`src/rtl/inst_fetch_if.sv`:
```
// Instruction-fetch bus: memory request/response plus the decode handshake
// and the branch redirect.
// master: the fetch unit. slave: the memory/decode side.
interface inst_fetch_if #(
    parameter int ADDR_W = 32,
    parameter int INST_W = 32
);
    logic [ADDR_W-1:0] prog_count;
    logic [INST_W-1:0] inst_in;
    logic [INST_W-1:0] inst_out;
    logic [ADDR_W-1:0] pc_out;
    logic              out_valid;
    logic              out_ready;
    logic              branch_taken;
    logic [ADDR_W-1:0] branch_target;
    logic              done;

    modport master (
        output prog_count, inst_out, pc_out, out_valid, done,
        input  inst_in, out_ready, branch_taken, branch_target
    );

    modport slave (
        input  prog_count, inst_out, pc_out, out_valid, done,
        output inst_in, out_ready, branch_taken, branch_target
    );
endinterface

```
`src/rtl/inst_fetch_unit.sv`:
```
// Instruction-fetch front end. It presents a word index to a combinational
// instruction memory and captures the response into a small prefetch FIFO.
// The FIFO head is handed to decode over a valid/ready handshake. A branch
// redirect flushes the FIFO and restarts fetch at the target. done is raised
// once the last word has been issued and drained.
module inst_fetch_unit #(
    parameter int ADDR_W    = 32,
    parameter int INST_W    = 32,
    parameter int DEPTH     = 2,
    parameter int MEM_DEPTH = 16,
    parameter int RESET_PC  = 0
) (
    input  logic         clk,
    input  logic         rst_n,
    inst_fetch_if.master bus
);
    localparam int PTR_W = (DEPTH > 1) ? $clog2(DEPTH) : 1;
    localparam int CNT_W = $clog2(DEPTH + 1);

    localparam logic [ADDR_W-1:0] MEM_LIM  = ADDR_W'(MEM_DEPTH);
    localparam logic [ADDR_W-1:0] LAST_IDX = ADDR_W'(MEM_DEPTH - 1);
    localparam logic [ADDR_W-1:0] PC_INIT  = ADDR_W'(RESET_PC);
    localparam logic [CNT_W-1:0]  CNT_FULL = CNT_W'(DEPTH);

    typedef enum logic [1:0] {
        S_FETCH = 2'd0,
        S_DRAIN = 2'd1,
        S_DONE  = 2'd2
    } state_t;

    state_t            r_state;
    state_t            w_state_next;

    logic [ADDR_W-1:0] r_pc;
    logic [PTR_W-1:0]  r_wr_ptr;
    logic [PTR_W-1:0]  r_rd_ptr;
    logic [CNT_W-1:0]  r_count;
    logic [CNT_W-1:0]  w_count_next;

    logic [INST_W-1:0] r_fifo_inst [DEPTH];
    logic [ADDR_W-1:0] r_fifo_pc   [DEPTH];

    logic              w_out_valid;
    logic              w_pop;
    logic              w_push;

    // The head is only meaningful while the FIFO holds something.
    assign w_out_valid = (r_count != '0);
    assign w_pop       = w_out_valid & bus.out_ready;
    // A pop frees a slot in the same cycle, so a full FIFO can still accept
    // a new word while decode drains the head. Fetch never runs past the end
    // of memory, even if a redirect landed there.
    assign w_push      = (r_state == S_FETCH) & ~bus.branch_taken &
                         (r_pc < MEM_LIM) & ((r_count < CNT_FULL) | w_pop);

    // Occupancy update; a redirect empties the FIFO and swallows any pop.
    always_comb begin
        w_count_next = r_count;
        if (bus.branch_taken) begin
            w_count_next = '0;
        end else if (w_push && !w_pop) begin
            w_count_next = r_count + CNT_W'(1);
        end else if (w_pop && !w_push) begin
            w_count_next = r_count - CNT_W'(1);
        end
    end

    // State register.
    always_ff @(posedge clk) begin
        if (!rst_n) begin
            r_state <= S_FETCH;
        end else begin
            r_state <= w_state_next;
        end
    end

    // Next-state logic: a redirect decides the state on its own; otherwise
    // fetch ends after the last word and drain ends when the FIFO empties.
    always_comb begin
        w_state_next = r_state;
        if (bus.branch_taken) begin
            w_state_next = (bus.branch_target < MEM_LIM) ? S_FETCH : S_DRAIN;
        end else begin
            case (r_state)
                S_FETCH: if (w_push && (r_pc == LAST_IDX)) w_state_next = S_DRAIN;
                S_DRAIN: if (w_count_next == '0)           w_state_next = S_DONE;
                S_DONE:  w_state_next = S_DONE;
                default: w_state_next = S_FETCH;
            endcase
        end
    end

    // Outputs derived from the state and the FIFO occupancy.
    always_comb begin
        bus.out_valid = w_out_valid;
        bus.done      = (r_state == S_DONE);
    end

    // Program counter, FIFO pointers and occupancy.
    always_ff @(posedge clk) begin
        if (!rst_n) begin
            r_pc     <= PC_INIT;
            r_wr_ptr <= '0;
            r_rd_ptr <= '0;
            r_count  <= '0;
        end else begin
            r_count <= w_count_next;
            if (bus.branch_taken) begin
                r_pc     <= bus.branch_target;
                r_wr_ptr <= '0;
                r_rd_ptr <= '0;
            end else begin
                if (w_push) begin
                    r_pc     <= r_pc + ADDR_W'(1);
                    r_wr_ptr <= (r_wr_ptr == PTR_W'(DEPTH - 1)) ? '0 : r_wr_ptr + PTR_W'(1);
                end
                if (w_pop) begin
                    r_rd_ptr <= (r_rd_ptr == PTR_W'(DEPTH - 1)) ? '0 : r_rd_ptr + PTR_W'(1);
                end
            end
        end
    end

    // FIFO storage: captures the memory response alongside its word index.
    // Contents are qualified by the occupancy count, so they need no reset.
    always_ff @(posedge clk) begin
        if (w_push) begin
            r_fifo_inst[r_wr_ptr] <= bus.inst_in;
            r_fifo_pc[r_wr_ptr]   <= r_pc;
        end
    end

    assign bus.prog_count = r_pc;
    assign bus.inst_out   = r_fifo_inst[r_rd_ptr];
    assign bus.pc_out     = r_fifo_pc[r_rd_ptr];
endmodule

```
`src/flat_wrapper.sv`:
```
// flat-port wrapper written by rule: the top's interface ports become plain ports
module inst_fetch_unit_flat 
#(
    parameter int ADDR_W    = 32,
    parameter int INST_W    = 32,
    parameter int DEPTH     = 2,
    parameter int MEM_DEPTH = 16,
    parameter int RESET_PC  = 0
)
  (clk, rst_n, bus_prog_count, bus_inst_out, bus_pc_out, bus_out_valid, bus_done, bus_inst_in, bus_out_ready, bus_branch_taken, bus_branch_target);
  inst_fetch_if #(.ADDR_W(ADDR_W), .INST_W(INST_W)) bus_i ();
  input  logic clk;
  input  logic rst_n;
  output wire logic [$bits(bus_i.prog_count)-1:0] bus_prog_count;
  output wire logic [$bits(bus_i.inst_out)-1:0] bus_inst_out;
  output wire logic [$bits(bus_i.pc_out)-1:0] bus_pc_out;
  output wire logic [$bits(bus_i.out_valid)-1:0] bus_out_valid;
  output wire logic [$bits(bus_i.done)-1:0] bus_done;
  input wire logic [$bits(bus_i.inst_in)-1:0] bus_inst_in;
  input wire logic [$bits(bus_i.out_ready)-1:0] bus_out_ready;
  input wire logic [$bits(bus_i.branch_taken)-1:0] bus_branch_taken;
  input wire logic [$bits(bus_i.branch_target)-1:0] bus_branch_target;
  assign bus_prog_count = bus_i.prog_count;
  assign bus_inst_out = bus_i.inst_out;
  assign bus_pc_out = bus_i.pc_out;
  assign bus_out_valid = bus_i.out_valid;
  assign bus_done = bus_i.done;
  assign bus_i.inst_in = bus_inst_in;
  assign bus_i.out_ready = bus_out_ready;
  assign bus_i.branch_taken = bus_branch_taken;
  assign bus_i.branch_target = bus_branch_target;
  inst_fetch_unit #(.ADDR_W(ADDR_W), .INST_W(INST_W), .DEPTH(DEPTH), .MEM_DEPTH(MEM_DEPTH), .RESET_PC(RESET_PC)) u_core (.clk(clk), .rst_n(rst_n), .bus(bus_i));
endmodule
```
`config.mk`:
```
export PLATFORM = sky130hd
export DESIGN_NAME = inst_fetch_unit_flat
export DESIGN_NICKNAME = d
export VERILOG_FILES = /design/src/rtl/inst_fetch_if.sv /design/src/rtl/inst_fetch_unit.sv /design/src/flat_wrapper.sv
export SDC_FILE = /design/constraint.sdc
export NUM_CORES = 1
export LEC_CHECK = 0
export ABC_AREA = 1
export BUFFER_PORTS_ARGS = -buffer_cell sky130_fd_sc_hd__buf_4
export CAP_MARGIN = 40
export CELL_PAD_IN_SITES_DETAIL_PLACEMENT = 1
export CELL_PAD_IN_SITES_GLOBAL_PLACEMENT = 1
export CORE_MARGIN = 2
export CORE_UTILIZATION = 40
export DETAILED_ROUTE_END_ITERATION = 7
export PLACE_DENSITY_LB_ADDON = 0.08
export SYNTH_ARGS = -nofsm -noshare
export SYNTH_HDL_FRONTEND = slang
export SYNTH_SLANG_ARGS = --single-unit
export TNS_END_PERCENT = 5
```
`constraint.sdc`:
```
create_clock -name clk -period 10.5 [get_ports clk]
set_input_delay 2.1 -clock clk [delete_from_list [all_inputs] [get_ports clk]]
set_output_delay 2.1 -clock clk [all_outputs]
set_load 0.005 [all_outputs]
```
==> impl_metrics.ini, run 1 <==
[sta]
fin_ws_ps = 6170
finalHoldViolCount = 0
fin_tns_setup_ps = 0
max_slew_margin_pct = 47.0
setup_viol = 0
rsz0062_at_grt = no
tightest_slew_ps = 794
skew_ps = 10.5
slew_viol_final = 0
fmax_mhz = 231
fin_crit_sh_pct = 41.2
fin_crit_ps = 4330

[synth]
syn_avg_cell_area_sq_um = 13.8
syn_area_sq_mm = 0.00653
ys_types = 32
yosysMostFrequentCell = edfxtp_1
ys_seq_elements = 167
synthTopCellsByArea = edfxtp_1 (59%), dfxtp_1 (12%), mux2_2 (11%), nand2_1 (4.7%), a21oi_1 (2.8%)
ys_warn_count = 0
synth_nets = 548
synth_common_cells = edfxtp_1 (128), nand2_1 (82), mux2_2 (64)
async_flop_share_pct = 0
yosysSeqAreaShare_pct = 70.8
synth_top_cell_by_area = edfxtp_1
synth-edff-count = 128
netlist.area_leader.share_pct = 58.9
synth_ff_type = edfxtp_1
synthCells = 474

[status]
status = finished, final reports clean

[final_layout]
area.growth.synth_to_final_pct = 31.1
nets = 718
final_core_util_pct = 53.7
fill_cells = 1674
drive_gt1_share_pct = 43.2
diodes = 0

[detailed_routing]
drc = 0
first_pass_iters = 5
wl_mm = 15.8
vias = 4272
wl_per_cell_um = 18.1
via_per_inst = 4.89
first_iter_violations = 252
final_antenna_net_count = 0

[clocking]
cts_made_buffers = 17
cts.sinks = 167
path_clk_slew_ps = 60
htreeDepth = 4
cts_root_buf = clkbuf_16
cts_setup_buffers = 0
cts_resized = 0
cts_hold_repair.buffers = 0
insertion_delay_ps = 420
tritoncts = yes
cts_buffer_depth = 2

[setup_path]
worst_ep_required_time_ps = 10560
path_max_fanout = 39
rr_worst_depth = 8
criticalPathCategory = in -> reg
cp-end-kind = flip-flop
arrival_ps = 4390
cp-start-kind = primary input

[pwr]
sw_frac_of_total_pct = 21.7
leakagePower_nw = 3.22
peakVddDrop_uv = 113
p_sw_mw = 0.302
p_comb_share_pct = 5.8
p_seq_share_pct = 52.6
p_per_area_mw_per_mm2 = 162
pwr-share-clk_pct = 41.6
p_int_mw = 1.09

[die]
num_io_pins = 166
die_area_sq_mm = 0.0174
coreArea_sq_mm = 0.0159
die_h_um = 132
die_w_um = 132
rows = 46
start_util_pct = 41.0

[placed_design]
place_hpwl_mm = 10.8
globalplace.congestion = 0.763
pre_cts_slack_ps = 5680
io_buffers = 165

[global_routing]
antenna_found_initial = 0
gr-total-overflow = 0
grt_pass1_wl_mm = 24.3
grt_max_degree = 52
grt_usage_pct = 18.2
grt_pass1_vias = 4442

[run]
drv_cap = 0

[worst_hold_path]
hold_class = reg -> reg
hold-path-cell-count = 2
-- cell families after synthesis --
kind of cell / after synthesis / synth area share [%]
adders and majority gates: 6 / 1.15
DFF: 167 / 70.8
muxes: 64 / 11.0
buffers and inverters: 35 / 2.64
AOI/OAI and AO/OA: 45 / 3.68
and+or+nand+nor: 156 / 10.5
xor gates and xnor gates: 1 / 0.134
-- worst paths after layout --
path / from / to / slack, ps
worst max-delay path: bus_branch_taken / u_core.r_fifo_inst[1][20] / 6170
worst max register to register: u_core.r_count[0] / u_core.r_fifo_inst[1][20] / 7600
worst min register to register: u_core.r_rd_ptr / flip-flop / 470
worst min-delay path: u_core.r_rd_ptr / flip-flop / 470
-- registers in the layout, indices dropped and copies added, names as in the netlist, named ones only --
name and count:
u_core.r_count 2, u_core.r_fifo_inst 64, u_core.bus.prog_count 32, u_core.r_fifo_pc 64, u_core.r_rd_ptr 1, u_core.r_wr_ptr 1
u_core.r_state 2
-- cells in the final DEF, fill, tap and decap left out, drive strengths merged --
cell type,instances
o21ai,4
and2,1
o21a,1
bufinv,1
edfxtp,128
clkinvlp,3
nand4,4
clkinv,4
or2,2
nor4,4
o211ai,2
a31oi,2
nand2,86
or3,1
buf,169
clkbuf,22
a21oi,36
ha,6
nor3,6
nor2,44
mux2,64
dfxtp,39
inv,19
xor2,1
nand3,8
-- routing by layer --
layer | routed length [um] | GRT usage [%] | vias to the layer above
met5 | 0 | 0 | -
met1 | 6800 | 22.6 | 2095
met2 | 8050 | 31.6 | 132
met4 | 168 | 6.34 | 0
li1 | - | - | 2031
met3 | 774 | 4.08 | 14
-- area by class of cell --
type	count	area, sq um	share of cell area [%]
sequential	167	4630	54.1
multi-input combinational	272	1750	20.4
timing repair buffer	169	1310	15.3
clock buffer	22	444	5.19
tap	216	270	3.16
clock inverter	10	96.3	1.13
inverter	17	66.3	0.775
-- metrics by stage --
stage | cell area [sq um] | total power, mW | cells | hold slack, ps
after floorplan | 6530 | 0.776 | 474 | 447
after global placement | 7970 | 0.823 | 839 | 452
after detailed placement | 8020 | 0.827 | 841 | 464
after CTS | 8560 | 1.40 | 873 | 477
after global routing | 8560 | 1.44 | 873 | 507
final | 8560 | 1.39 | 873 | 474
-- worst max-delay path, cell delays in order --
cell and delay [ps]:
buf_4 240, inv_2 220, nand4_1 130, nor2_2 140, nand2_2 210, nor2_4 680
buf_4 620
-- power groups by stage --
stage	clock, mW	sequential, mW	combinational [mW]
2_1_floorplan	0	0.742	0.0341
3_3_place_gp	0	0.745	0.0778
3_5_place_dp	0	0.745	0.0811
4_1_cts	0.591	0.731	0.0818
5_1_grt	0.616	0.732	0.0896
6_report	0.577	0.731	0.0807
Power figures use the tool's default switching activity.
==> run 2, diff against run 1 <==
Clock period 10.5 ns to 4.1 ns, I/O delays scaled along.
==> impl_metrics.ini, run 2 (same netlist as run 1, synthesis figures left out) <==
[status]
status = finished, final reports clean

[pwr]
p_per_area_mw_per_mm2 = 423
p_seq_share_pct = 51.2
pwr-share-clk_pct = 43.2
sw_frac_of_total_pct = 21.2
leakagePower_nw = 3.25
p_comb_share_pct = 5.5
peakVddDrop_uv = 306
p_int_mw = 2.88
total_power_mw = 3.65
p_sw_mw = 0.773

[clocking]
path_clk_slew_ps = 60
tritoncts = yes
cts_made_buffers = 17
htreeDepth = 4
insertion_delay_ps = 420
cts_resized = 0
cts_setup_buffers = 0
cts.sinks = 167
cts_hold_repair.buffers = 0
cts_root_buf = clkbuf_16
cts_buffer_depth = 2

[final_layout]
diodes = 0
final_core_util_pct = 54.1
design_area_sq_mm = 0.00863
fin_cells = 873
fill_cells = 1656
drive_gt1_share_pct = 43.8
final_cell_mix = buf_4 (166), edfxtp_1 (128), nand2_1 (82), mux2_2 (64), dfxtp_1 (38)
multiInputGateArea_sq_mm = 0.00175
area.growth.synth_to_final_pct = 32.2
nets = 718
seqCellArea_sq_mm = 0.00463
layout_commonest_cell = buf_4

[global_routing]
grt_pass1_vias = 4457
grt_usage_pct = 18.5
antenna_found_initial = 0
grt_pass1_wl_mm = 24.7
gr-total-overflow = 0
grt_max_degree = 65

[setup_path]
path_max_fanout = 48
criticalPathCategory = in -> reg
r2r_start = u_core.r_count[0]
arrival_ps = 2660
cp-end-kind = flip-flop
worst_ep_required_time_ps = 4190
crit_start = bus_branch_taken
cp-start-kind = primary input

[sta]
fin_crit_sh_pct = 62.8
max_slew_margin_pct = 54.8
tightest_slew_ps = 677
timing.hold.ws_ps = 479
rsz0062_at_grt = no
setup_viol = 0
skew_ps = 12.8
slew_viol_final = 0
fin_crit_ps = 2570
fmax_mhz = 389
finalHoldViolCount = 0

[die]
die_h_um = 132
coreArea_sq_mm = 0.0159
die_area_sq_mm = 0.0174
rows = 46
num_io_pins = 166
start_util_pct = 41.0
die_w_um = 132

[placed_design]
place_hpwl_mm = 10.8
io_buffers = 165
place_inst = 841
place_area_sq_mm = 0.00803
globalplace.congestion = 0.780

[worst_hold_path]
hold_class = reg -> reg
min-delay-start = u_core.r_rd_ptr

[detailed_routing]
first_pass_iters = 4
wl_per_cell_um = 18.0
first_iter_violations = 236
met1_length_mm = 6.75
wl_mm = 15.7
drc = 0
via_per_inst = 4.88
final_antenna_net_count = 0
vias = 4264
dr_wl_met2_mm = 7.96
route.met3.wl_um = 702
top_layer = met4

[run]
drv_cap = 0
## run 2: area by class of cell
class	instances	area share, %
tap	216	3.13
multi-input combinational	272	20.3
clock inverter	7	0.623
timing repair buffer	169	15.2
clock buffer	25	6.37
inverter	17	0.768
sequential	167	53.6
## run 2: worst max-delay path, stage by stage
cell     delay (ps)
buf_4           250
inv_2           210
nand4_1         130
nor2_2          140
nand2_2         200
nor2_4          500
buf_12          320
## run 2: stage by stage
stage          TNS (ps)  worst slack [ps]
2_1_floorplan    -59640              -466
3_3_place_gp          0              1140
3_5_place_dp          0              1070
4_1_cts               0              1500
5_1_grt               0              1280
6_report              0              1530
## run 2: routing by layer
layer	vias up	track usage, %
li1	2033	-
met1	2099	23.0
met2	111	31.8
met3	21	3.92
met4	0	7.13
met5	-	0
## run 2: final timing paths
kind	slack, ps	cells after the start	endpoint
worst max-delay path	1530	7	u_core.r_fifo_inst[0][18]
worst min-delay path	480	2	flip-flop
worst max register to register	1620	8	u_core.r_fifo_inst[0][18]
worst min register to register	480	2	flip-flop
## run 2: power groups by stage
| stage | clock network (mW) | registers [mW] | logic (mW) |
|---|---|---|---|
| finish | 1.58 | 1.87 | 0.202 |
| detailed placement | 0 | 1.91 | 0.203 |
| global placement | 0 | 1.91 | 0.198 |
| global route | 1.67 | 1.88 | 0.225 |
| CTS | 1.61 | 1.87 | 0.205 |
| floorplan | 0 | 1.90 | 0.0874 |
==> run 3, diff against run 2 <==
Clock period 4.1 ns to 2.5 ns, I/O delays scaled along.
==> impl_metrics.ini, run 3 (same netlist as run 1, synthesis figures left out) <==
[die]
die_area_sq_mm = 0.0174
rows = 46
num_io_pins = 166
die_w_um = 132
start_util_pct = 41.0
die_h_um = 132
coreArea_sq_mm = 0.0159

[sta]
fin_ws_ps = 356
fmax_mhz = 466
rsz0062_at_grt = no
finalHoldViolCount = 0
skew_ps = 7.32
fin_tns_setup_ps = 0
tightest_slew_ps = 444
fin_crit_ps = 2140
max_slew_margin_pct = 70.4
fin_crit_sh_pct = 85.8
slew_viol_final = 0
setup_viol = 0

[setup_path]
path_max_fanout = 23
crit_path_max_incr_delay_ps = 390
cp_cell_sequence = buf_4 > mux2_2 > buf_4
arrival_ps = 1640
cp-end-kind = output port
r2r_start = u_core.r_count[0]
cp-start-kind = flip-flop
criticalPathCategory = reg -> out
worst_ep_required_time_ps = 2000
cp_common_cell = buf_4
slowest_stage = mux2_2

[final_layout]
nets = 723
diodes = 0
layout_commonest_cell = buf_4
area.growth.synth_to_final_pct = 31.3
final_core_util_pct = 53.8
drive_gt1_share_pct = 44.0
final_cell_mix = buf_4 (171), edfxtp_1 (128), nand2_1 (82), mux2_2 (64), dfxtp_1 (38)

[pwr]
p_per_area_mw_per_mm2 = 667
p_comb_share_pct = 6.0
peakVddDrop_uv = 478
p_int_mw = 4.46
total_power_mw = 5.72
pwr-share-clk_pct = 40.4
sw_frac_of_total_pct = 22.0
p_sw_mw = 1.26
leakagePower_nw = 3.23
p_seq_share_pct = 53.6

[run]
drv_cap = 0

[clocking]
cts_hold_repair.buffers = 0
insertion_delay_ps = 420
cts_buffer_depth = 2
cts_made_buffers = 17
cts_resized = 0
cts_root_buf = clkbuf_16
cts.sinks = 167
tritoncts = yes
path_clk_slew_ps = 60
cts_setup_buffers = 0
htreeDepth = 4

[detailed_routing]
wl_per_cell_um = 17.7
first_pass_iters = 4
first_iter_violations = 197
vias = 4283
wl_mm = 15.5
final_antenna_net_count = 0
via_per_inst = 4.88
drc = 0

[global_routing]
grt_pass1_vias = 4570
grt_usage_pct = 18.3
grt_max_degree = 65
antenna_found_initial = 0
grt_pass1_wl_mm = 24.6
gr-total-overflow = 0

[placed_design]
globalplace.congestion = 0.775
io_buffers = 165
pre_cts_slack_ps = 327
place_hpwl_mm = 10.7

[worst_hold_path]
hold_class = in -> reg
min-delay-start = bus_inst_in[15]

[status]
status = finished, final reports clean
==> run 3: final timing paths <==
path | depth (start not counted) | to | slack, ps
max | 3 | bus_pc_out[1] | 360
min | 1 | u_core.r_fifo_inst[1][15] | 260
max reg2reg | 8 | u_core.r_fifo_pc[1][17] | 360
min reg2reg | 2 | flip-flop | 490
==> run 3: per-stage QoR <==
stage          instances  hold WS, ps  instance area [sq um]
2_1_floorplan        474          447                   6540
3_3_place_gp         846          460                   8060
3_5_place_dp         846          467                   8060
4_1_cts              878          246                   8570
5_1_grt              878          246                   8570
6_report             878          263                   8570
==> run 3: final cells by class <==
| type | instances | area [sq um] |
|---|---|---|
| inverter | 17 | 66.3 |
| sequential | 167 | 4630 |
| clock buffer | 21 | 440 |
| clock inverter | 11 | 76.3 |
| timing repair buffer | 174 | 1340 |
| fill | 1670 | 7370 |
| tap | 216 | 270 |
| multi-input combinational | 272 | 1750 |
==> run 3: routing by layer <==
metal / track usage, % / wire length (um) / vias up
li1: - / - / 2039
met2: 30.8 / 7810 / 105
met5: 0 / 0 / -
met3: 3.73 / 579 / 22
met1: 23.6 / 6860 / 2117
met4: 6.40 / 267 / 0
==> run 3: critical path: cells and delay by family (launching register included) <==
family | cells | cell delay, ps
DFF | 1 | 360
buffers and inverters | 2 | 470
muxes | 1 | 390
==> run 3: power by group through the flow <==
stage          Combinational [mW]  Sequential, mW  Clock (mW)
6_report                    0.344            3.07        2.31
5_1_grt                     0.382            3.07        2.48
4_1_cts                     0.350            3.07        2.37
3_5_place_dp                0.348            3.13           0
3_3_place_gp                0.337            3.12           0
2_1_floorplan               0.143            3.12           0
